<file path="src/rtl/dma_ram_pkg.sv">
// Shared definitions for the segmented DMA RAM demux blocks: default
// parameter values and helpers for splitting the DMA-side select into a
// port index (MSBs) and the RAM-side select (LSBs).
package dma_ram_pkg;

  localparam int DEFAULT_PORTS           = 2;
  localparam int DEFAULT_SEG_COUNT       = 2;
  localparam int DEFAULT_SEG_DATA_WIDTH  = 64;
  localparam int DEFAULT_SEG_ADDR_WIDTH  = 8;
  localparam int DEFAULT_S_RAM_SEL_WIDTH = 2;
  localparam int DEFAULT_FIFO_ADDR_WIDTH = 5;

  // Number of select MSBs that carry the port index.
  function automatic int port_idx_width(input int ports);
    return (ports > 1) ? $clog2(ports) : 1;
  endfunction

  // The port index must address every port exactly, so PORTS has to be a
  // power of two and at least two.
  function automatic bit ports_valid(input int ports);
    return (ports >= 2) && ((ports & (ports - 1)) == 0);
  endfunction

endpackage

</file>
<file path="src/rtl/dma_ram_rd_route_fifo.sv">
// Per-segment routing FIFO. Remembers which RAM port each accepted read
// command went to, so responses can be returned to the DMA side in order.
import dma_ram_pkg::*;

module dma_ram_rd_route_fifo #(
  parameter int PORT_W = 1,
  parameter int ADDR_W = DEFAULT_FIFO_ADDR_WIDTH
) (
  input  logic              clk,
  input  logic              rst_n,
  input  logic              push,
  input  logic [PORT_W-1:0] push_port,
  input  logic              pop,
  output logic              full,
  output logic              empty,
  output logic [PORT_W-1:0] head
);

  localparam int DEPTH = 1 << ADDR_W;

  logic [PORT_W-1:0] mem [DEPTH];
  logic [ADDR_W-1:0] wr_ptr;
  logic [ADDR_W-1:0] rd_ptr;
  logic [ADDR_W:0]   count;
  logic              push_ok;
  logic              pop_ok;

  // A push into a full FIFO is ignored even if a pop happens in the same
  // cycle: the slot is only freed at the clock edge.
  assign push_ok = push && !full;
  assign pop_ok  = pop && !empty;

  assign full  = (count == (ADDR_W + 1)'(DEPTH));
  assign empty = (count == '0);
  assign head  = mem[rd_ptr];

  // Storage array; contents need no reset because count gates every read.
  always_ff @(posedge clk) begin
    if (push_ok) mem[wr_ptr] <= push_port;
  end

  // Pointers wrap naturally modulo depth; count tracks occupancy.
  always_ff @(posedge clk or negedge rst_n) begin
    if (!rst_n) begin
      wr_ptr <= '0;
      rd_ptr <= '0;
      count  <= '0;
    end else begin
      if (push_ok) wr_ptr <= wr_ptr + 1'b1;
      if (pop_ok)  rd_ptr <= rd_ptr + 1'b1;
      case ({push_ok, pop_ok})
        2'b10:   count <= count + 1'b1;
        2'b01:   count <= count - 1'b1;
        default: count <= count;
      endcase
    end
  end

endmodule

</file>
<file path="src/rtl/dma_ram_demux_rd.sv">
// Read-path demux for segmented DMA RAM. Each segment independently
// forwards read commands to one of PORTS RAM interfaces (chosen by the
// select MSBs) through a one-deep output register, and returns responses
// to the DMA side in command order using a routing FIFO.
import dma_ram_pkg::*;

module dma_ram_demux_rd #(
  parameter int PORTS           = DEFAULT_PORTS,
  parameter int SEG_COUNT       = DEFAULT_SEG_COUNT,
  parameter int SEG_DATA_WIDTH  = DEFAULT_SEG_DATA_WIDTH,
  parameter int SEG_ADDR_WIDTH  = DEFAULT_SEG_ADDR_WIDTH,
  parameter int S_RAM_SEL_WIDTH = DEFAULT_S_RAM_SEL_WIDTH,
  parameter int M_RAM_SEL_WIDTH = S_RAM_SEL_WIDTH + $clog2(PORTS),
  parameter int FIFO_ADDR_WIDTH = DEFAULT_FIFO_ADDR_WIDTH
) (
  input  logic                                          clk,
  input  logic                                          rst_n,
  input  logic [SEG_COUNT*M_RAM_SEL_WIDTH-1:0]          ctrl_rd_cmd_sel,
  input  logic [SEG_COUNT*SEG_ADDR_WIDTH-1:0]           ctrl_rd_cmd_addr,
  input  logic [SEG_COUNT-1:0]                          ctrl_rd_cmd_valid,
  output logic [SEG_COUNT-1:0]                          ctrl_rd_cmd_ready,
  output logic [SEG_COUNT*SEG_DATA_WIDTH-1:0]           ctrl_rd_resp_data,
  output logic [SEG_COUNT-1:0]                          ctrl_rd_resp_valid,
  input  logic [SEG_COUNT-1:0]                          ctrl_rd_resp_ready,
  output logic [PORTS*SEG_COUNT*S_RAM_SEL_WIDTH-1:0]    ram_rd_cmd_sel,
  output logic [PORTS*SEG_COUNT*SEG_ADDR_WIDTH-1:0]     ram_rd_cmd_addr,
  output logic [PORTS*SEG_COUNT-1:0]                    ram_rd_cmd_valid,
  input  logic [PORTS*SEG_COUNT-1:0]                    ram_rd_cmd_ready,
  input  logic [PORTS*SEG_COUNT*SEG_DATA_WIDTH-1:0]     ram_rd_resp_data,
  input  logic [PORTS*SEG_COUNT-1:0]                    ram_rd_resp_valid,
  output logic [PORTS*SEG_COUNT-1:0]                    ram_rd_resp_ready
);

  localparam int PORT_W = port_idx_width(PORTS);

  // Reject port counts the select MSBs cannot address one-to-one.
  if (!ports_valid(PORTS)) begin : g_bad_ports
    $error("dma_ram_demux_rd: PORTS must be a power of two >= 2");
  end

  for (genvar s = 0; s < SEG_COUNT; s++) begin : g_seg

    logic [M_RAM_SEL_WIDTH-1:0] cmd_sel_in;
    logic [PORT_W-1:0]          cmd_port;
    logic [PORTS-1:0]           ram_cmd_ready_seg;
    logic [PORTS-1:0]           ram_resp_valid_seg;
    logic [SEG_DATA_WIDTH-1:0]  ram_resp_data_seg [PORTS];

    logic                       reg_valid;
    logic [PORT_W-1:0]          reg_port;
    logic [S_RAM_SEL_WIDTH-1:0] reg_sel;
    logic [SEG_ADDR_WIDTH-1:0]  reg_addr;

    logic                       cmd_ready;
    logic                       cmd_accept;
    logic                       fifo_full;
    logic                       fifo_empty;
    logic [PORT_W-1:0]          fifo_head;
    logic                       resp_valid;
    logic                       resp_xfer;

    assign cmd_sel_in = ctrl_rd_cmd_sel[s*M_RAM_SEL_WIDTH +: M_RAM_SEL_WIDTH];
    assign cmd_port   = cmd_sel_in[M_RAM_SEL_WIDTH-1 -: PORT_W];

    // Ready needs room to record the route and a free (or draining) register;
    // gating with rst_n keeps ready low for the whole reset.
    assign cmd_ready  = rst_n && !fifo_full &&
                        (!reg_valid || ram_cmd_ready_seg[reg_port]);
    assign cmd_accept = ctrl_rd_cmd_valid[s] && cmd_ready;
    assign ctrl_rd_cmd_ready[s] = cmd_ready;

    // Responses only flow from the port at the FIFO head; an empty FIFO
    // blocks everything, including stray responses after a reset.
    assign resp_valid = !fifo_empty && ram_resp_valid_seg[fifo_head];
    assign resp_xfer  = resp_valid && ctrl_rd_resp_ready[s];
    assign ctrl_rd_resp_valid[s] = resp_valid;
    assign ctrl_rd_resp_data[s*SEG_DATA_WIDTH +: SEG_DATA_WIDTH] =
      ram_resp_data_seg[fifo_head];

    for (genvar p = 0; p < PORTS; p++) begin : g_port
      localparam int IDX = p*SEG_COUNT + s;

      assign ram_cmd_ready_seg[p]  = ram_rd_cmd_ready[IDX];
      assign ram_resp_valid_seg[p] = ram_rd_resp_valid[IDX];
      assign ram_resp_data_seg[p]  = ram_rd_resp_data[IDX*SEG_DATA_WIDTH +: SEG_DATA_WIDTH];

      assign ram_rd_cmd_valid[IDX] = reg_valid && (reg_port == PORT_W'(p));
      assign ram_rd_cmd_sel[IDX*S_RAM_SEL_WIDTH +: S_RAM_SEL_WIDTH] = reg_sel;
      assign ram_rd_cmd_addr[IDX*SEG_ADDR_WIDTH +: SEG_ADDR_WIDTH]  = reg_addr;
      assign ram_rd_resp_ready[IDX] = !fifo_empty && (fifo_head == PORT_W'(p)) &&
                                      ctrl_rd_resp_ready[s];
    end

    // Command output register: load on accept, empty once the RAM takes it.
    always_ff @(posedge clk or negedge rst_n) begin
      if (!rst_n) begin
        reg_valid <= 1'b0;
        reg_port  <= '0;
        reg_sel   <= '0;
        reg_addr  <= '0;
      end else if (cmd_accept) begin
        reg_valid <= 1'b1;
        reg_port  <= cmd_port;
        reg_sel   <= cmd_sel_in[S_RAM_SEL_WIDTH-1:0];
        reg_addr  <= ctrl_rd_cmd_addr[s*SEG_ADDR_WIDTH +: SEG_ADDR_WIDTH];
      end else if (reg_valid && ram_cmd_ready_seg[reg_port]) begin
        reg_valid <= 1'b0;
      end
    end

    dma_ram_rd_route_fifo #(
      .PORT_W (PORT_W),
      .ADDR_W (FIFO_ADDR_WIDTH)
    ) u_route_fifo (
      .clk       (clk),
      .rst_n     (rst_n),
      .push      (cmd_accept),
      .push_port (cmd_port),
      .pop       (resp_xfer),
      .full      (fifo_full),
      .empty     (fifo_empty),
      .head      (fifo_head)
    );

  end

endmodule
</file>
<file path="config.mk">
export PLATFORM = sky130hd
export DESIGN_NAME = dma_ram_demux_rd
export DESIGN_NICKNAME = d
export VERILOG_FILES = /design/src/rtl/dma_ram_pkg.sv /design/src/rtl/dma_ram_rd_route_fifo.sv /design/src/rtl/dma_ram_demux_rd.sv
export SDC_FILE = /design/constraint.sdc
export NUM_CORES = 1
export LEC_CHECK = 0
export ABC_AREA = 1
export BUFFER_PORTS_ARGS = -buffer_cell sky130_fd_sc_hd__buf_2
export CORE_AREA = 2 2 181 183
export CTS_CLUSTER_SIZE = 8
export DETAILED_ROUTE_END_ITERATION = 7
export DIE_AREA = 0 0 183 185
export SLEW_MARGIN = 20
export SYNTH_ARGS = -nofsm -noshare
export SYNTH_HDL_FRONTEND = slang
export SYNTH_SLANG_ARGS = --single-unit
</file>
<file path="constraint.sdc">
create_clock -name clk -period 7.5 [get_ports clk]
set_clock_uncertainty 0.2 [all_clocks]
set_input_delay 0.75 -clock clk [delete_from_list [all_inputs] [get_ports clk]]
set_output_delay 0.75 -clock clk [all_outputs]
set_load 0.05 [all_outputs]
</file>
---- After elaboration in Yosys (flattened, before gate mapping) ----
Memory sizes are Yosys's and may differ from the RTL's.
Index checks and enable logic that the tools add are counted.
word-level totals
  memory bits (writable) .................. 64
  latch bits .............................. 0
  word-level logic and storage cells ...... 108
  memories ................................ 2
  register bits ........................... 56
  input bits .............................. 292
  memory bits (read-only) ................. 0
memory list
  name                       depth  bits a word  rd ports  clocked after Yosys merged registers in  wr ports  RTL line                     source
  g_seg[0].u_route_fifo.mem  32     1            1         0                                        1         dma_ram_rd_route_fifo.sv:21  logic [PORT_W-1:0] mem [DEPTH];
  g_seg[1].u_route_fifo.mem  32     1            1         0                                        1         dma_ram_rd_route_fifo.sv:21
operators by class
  div/mod/pow operators ................... 0
  bitwise gates (word level) .............. 6
  muxes and demuxes ....................... 24
  eq/ne operators ......................... 6
  multiply operators ...................... 0
  order comparisons ....................... 6
  add/sub/neg operators ................... 8
  reductions and logical operators ........ 42
  shift operators ......................... 0
operators by type and width
  kind                                                                  number
  64-bit two-way mux                                                    6
  1-bit logical AND                                                     28
  6-bit case mux with 2 select lines                                    2
  5-bit by 1-bit adder with 5-bit output, second input constant         4
  1-bit two-way mux                                                     16
  6-bit by 1-bit adder with 6-bit output, second input constant         2
  6-bit == test, second input constant                                  2
  6-bit logical NOT                                                     2
  6-bit by 1-bit subtractor with 6-bit output, second input constant    2
  1-bit by 2-bit < comparator with 1-bit output, second input constant  4
  2-bit nonzero test                                                    4
  1-bit logical NOT                                                     6
  2-bit by 1-bit == test with 1-bit output, second input constant       2
  2-bit == test, second input constant                                  2
  2-bit >= comparator, second input constant                            2
  1-bit NOT                                                             4
  1-bit NOT with 2-bit output                                           2
  1-bit logical OR                                                      2

---- Logic depth before layout (Yosys ltp) ----
  word-level depth ........................ 8
  depth in mapped cells ................... 24
  depth with buffers taken out ............ 21

---- Modules after synthesis ----
Synthesis repeated with hierarchy kept, for this count alone.
unflattened totals
  cells, all modules ...................... 1,154
  area, all modules ....................... 8,065.2 um^2
modules (own cells, without submodules)
  module                                          cells an instance  instances  area an instance (um^2)
  dma_ram_demux_rd                                581                1          2,924.1
  dma_ram_rd_route_fifo at g_seg[0].u_route_fifo  286                1          2,602.5
  dma_ram_rd_route_fifo at g_seg[1].u_route_fifo  287                1          2,538.7

---- Least setup slack after synthesis ----
Ideal clock, no wire load.
  kind .................................... register to register
  from .................................... register g_seg[0].reg_port
  to ...................................... register g_seg[0].u_route_fifo.count[4]
  library setup time ...................... 0.082 ns
  path buffers ............................ 1
  path slack .............................. 3.975 ns
  stages on the path, launching flop included .. 18
  data arrival time ....................... 3.243 ns
  clock period less this slack ............ 3.525 ns
  required time ........................... 7.218 ns
  cells stage by stage .................... dfrtp_1 nor2_1 nand2_1 o21ai_0 inv_1 nand2_1 a21oi_1 nand2_2 clkbuf_1 ha_1 inv_1 fa_1 inv_1 nand2_1 nand2_1 a21oi_1 or2_2 a31oi_1
between the ends
  longest elaborated chain between the ends .. 8
ends and longest elaborated chain
  element                                                                           RTL line                     source
  start: declaration                                                                dma_ram_demux_rd.sv:50       logic [PORT_W-1:0] reg_port;
  start signal: assignment                                                          dma_ram_demux_rd.sv:103      reg_port <= cmd_port;
  1-bit two-way mux (implied by the code) * (2 in series)                           dma_ram_demux_rd.sv:68       (!reg_valid || ram_cmd_ready_seg[reg_port]);
  1-bit logical OR *                                                                dma_ram_demux_rd.sv:68
  1-bit logical AND *                                                               dma_ram_demux_rd.sv:67       assign cmd_ready = rst_n && !fifo_full &&
  via g_seg[0].cmd_ready                                                            dma_ram_demux_rd.sv:54       logic cmd_ready;
  1-bit logical AND *                                                               dma_ram_demux_rd.sv:69       assign cmd_accept = ctrl_rd_cmd_valid[s] && cmd_ready;
  1-bit logical AND *                                                               dma_ram_rd_route_fifo.sv:30  assign push_ok = push && !full;
  2-bit by 1-bit == test with 1-bit output / 2-bit == test (equally long branches)  dma_ram_rd_route_fifo.sv:51  case ({push_ok, pop_ok})
  6-bit case mux with 2 select lines / 2-bit nonzero test (equally long branches)   --
  end signal: assignment                                                            dma_ram_rd_route_fifo.sv:52  2'b10: count <= count + 1'b1;
  end signal: assignment                                                            dma_ram_rd_route_fifo.sv:53  2'b01: count <= count - 1'b1;
  end signal: assignment                                                            dma_ram_rd_route_fifo.sv:54  default: count <= count;
  end: declaration                                                                  dma_ram_rd_route_fifo.sv:24  logic [ADDR_W:0] count;
The timed path passes the listed nets; every way through them passes the cells marked *. The select of a mux whose other input is x is not followed.
A chain may end at the register's enable or synchronous reset.

---- Worst setup path after layout ----
  from .................................... register g_seg[1].u_route_fifo.rd_ptr[0]
  to ...................................... output port ctrl_rd_resp_data[68]
between the ends
  longest elaborated chain between the ends .. 5
ends and longest elaborated chain
  element                                                 RTL line                     source
  start: declaration                                      dma_ram_rd_route_fifo.sv:23  logic [ADDR_W-1:0] rd_ptr;
  start signal: assignment                                dma_ram_rd_route_fifo.sv:50  if (pop_ok) rd_ptr <= rd_ptr + 1'b1;
  memory read 32 x 1 bit                                  --
  1-bit NOT with 2-bit output (implied by the code)       dma_ram_demux_rd.sv:78       ram_resp_data_seg[fifo_head];
  64-bit two-way mux (implied by the code) (3 in series)  dma_ram_demux_rd.sv:78
  end: declaration                                        dma_ram_demux_rd.sv:22       output logic [SEG_COUNT*SEG_DATA_WIDTH-1:0] ctrl_rd_resp_data,
No other way between the ends. The select of a mux whose other input is x is not followed.

==> impl_results.md <==
* Largest area contributor in the netlist: edfxtp_1
* Worst Hold Class: in -> async
* Cts repair resizes at 0
* Vias in the first global route at approximately 6800
* Final Total Pwr at roughly 5900 µW
* Critical Path AT at around 3400 ps
* GRT overflow at 0
* Max_cap viols at 0
* DR pass1 iterations at 5
* Buffer count from post-CTS setup fixing at 0
* WL per Instance at 16.08 µm
* Detailed placement HPWL at about 23000 µm
* CTS tree: yes
* DRC errors left at 0
* Maximum number of pins on one net before global-route repair at 69
* Tmin final at between 4000 and 5000 ps
* Clock buffer depth at 2
* Final core occ at 34.25%
* Crit. End Element: output pin
* DIE HEIGHT at roughly 190 µm
* Vias at around 7500
* Synth area leaders: edfxtp_1 (24%), dfrtp_1 (18%), mux2_2 (13%), nand2_1 (11%), mux2_4 (6.9%)
* Setup Viol. Count Final at 0
* Worst setup margin at about 3100 ps
* Register bit total from synthesis at 120
* Worst setup SP type: register
* DR vias/cell at between 4 and 5
* First-pass GRT wire length at 39220 µm
* Period utilization at between 50 and 60%
* Root Buffer: clkbuf_16
* Final Hold Violating Endpoints at 0
* Leading cell type in the layout, fill and taps excluded: buf_2
* H-tree levels at 4
* Top cell type's share of synthesized area at 24.36%
* RSZ-0062 raised after global routing: false
* Clk_lat worst skew at around 420 ps
* Setup TNS at 0 ps
* Routed Antenna Nets at 0
* Critical Path RT at ~6600 ps
* Placer Congestion at about 0.90
* FILL cells at 3363
* Chip width at 183 µm
* Top Ports at around 470
* Syn Inst Count at 864
* Fmax at 229.4 MHz
* Status: finished, final reports clean
* CTS Buf Count at 17
* Final Slew Violations at 0
* Fraction of layout cells with a size suffix above 1 at approximately half
* Crit Path Max Fanout at slightly below 70
* Syn_area_per_cell at between 9 and 10 µm²
* Mapped Area at between 7000 and 8000 µm²
* Post-CTS Hold Buffers at 0
* Syn_nets at approximately 1200
* Most frequent cells in the layout: buf_2 (471), nand2_1 (228), mux2_2 (92)
* Area Growth Syn to Fin at 39.11%
* Yosys cell types at 30
* Nets at around 1600
* Pleak at between 0.005 and 0.006 µW
* Total GRT Usage at between 10% and 20%
* Place WS at 3112 ps
* Max_slew headroom at 34.29%
* Die ar. at between 30000 and 40000 µm²
* PD cells at between 500 and 600 nW/µm²
* FP Rows at 66
* Port Buffers at 471
* Sinks on Clock Net at 120
* Worst-path clk slew at about 60 ps
* Post-synthesis sequential area ratio at around 42%
* Yosys warns at 0
* Worst-margin pin slew at slightly below 1000 ps
* Iteration-0 DRC Markers at 455
* Ant diodes at 0
* Core area at about 32000 µm²
* Antenna violations before repair at 1
* WL final at approximately 28000 µm
* CP Class: reg -> out
* Initial Util at between 20% and 30%
* Peak VDD IR at 0.0003338 V
## cell type report
type	count	area [µm²]	area share, %
tap	408	510.5	4.651
multi-input combinational	602	3857	35.15
clock inverter	15	165.2	1.505
clock buffer	17	425.4	3.876
sequential	120	3323	30.28
inverter	87	329.1	2.998
timing repair buffer	472	2365	21.55
## worst max-delay path, cell delays in order (launching register included)
cell     delay, ps
dfrtp_1        750
inv_2          270
nand2_1        120
nand3_1         70
nand3_1         90
nand2_1         50
nor2_1         120
nand2_2         90
nand2_4        700
mux2_2         420
buf_2          250
## metrics by stage
step	cells	hold WS (ps)	instance area [µm²]
after floorplan	864	254.4	7890
after global placement	1689	281.4	10390
after detailed placement	1689	281.6	10390
after CTS	1721	33.44	10980
after global routing	1721	60.94	10980
final	1721	39.52	10980
## registers in the layout, indices dropped and copies added (netlist names)
signal	flops
g_seg.u_route_fifo.rd_ptr	10
g_seg.u_route_fifo.wr_ptr	10
g_seg.reg_port	2
g_seg.u_route_fifo.mem	64
g_seg.reg_sel	4
g_seg.reg_valid	2
g_seg.reg_addr	16
g_seg.u_route_fifo.count	12
## path summary, 6_finish.rpt
path	start	endpoint	slack, ps	depth (start not counted)
worst max register to register	g_seg[1].u_route_fifo.rd_ptr[0]	g_seg[1].u_route_fifo.count[5]	3150	21
max in group asynchronous	rst_n	g_seg[1].u_route_fifo.rd_ptr[3]	6180	2
worst min register to register	g_seg[0].reg_addr[1]	g_seg[0].reg_addr[1]	300	2
worst max-delay path	g_seg[1].u_route_fifo.rd_ptr[0]	ctrl_rd_resp_data[68]	3140	10
worst min-delay path	rst_n	g_seg[0].u_route_fifo.count[3]	40	1
min in group clk	g_seg[0].reg_addr[1]	g_seg[0].reg_addr[1]	300	2
## where the power goes
part | total [µW] | internal (µW) | switching [µW] | leakage (µW)
Sequential | 987 | 823 | 164 | 0.00127
Combinational | 4130 | 1240 | 2880 | 0.00408
Clock | 812 | 496 | 316 | 0.000291
Total | 5930 | 2560 | 3360 | 0.00564
## cell families after synthesis
| kind of cell | synth area share [%] |
|---|---|
| AND/OR/NAND/NOR | 21.28 |
| buffers and inverters | 9.118 |
| multiplexers | 19.98 |
| flip-flops | 42.12 |
| AO/OA/AOI/OAI | 1.713 |
| adder cells (fa/ha/maj) | 3.679 |
| XOR/XNOR | 2.109 |
## layer usage
layer / share of wire [%] / GRT usage, %
met5: 0 / 0
met1: 42 / 19.00
met4: 1.7 / 4.704
met2: 50 / 26.47
met3: 6.9 / 3.126
## cells in the mapped netlist (all sizes together)
cell	count
nand4	6
nand3	70
clkinv	2
nor3	4
inv	85
or2	4
xor2	15
xnor2	4
o21ai	12
mux2	128
dfrtp	56
fa	2
nor4	2
ha	20
o22ai	2
a21oi	10
edfxtp	64
nor2	83
a31oi	2
clkbuf	5
nand3b	1
nand2	235
buf	50
nor3b	2
Power figures use the tool's default switching activity.
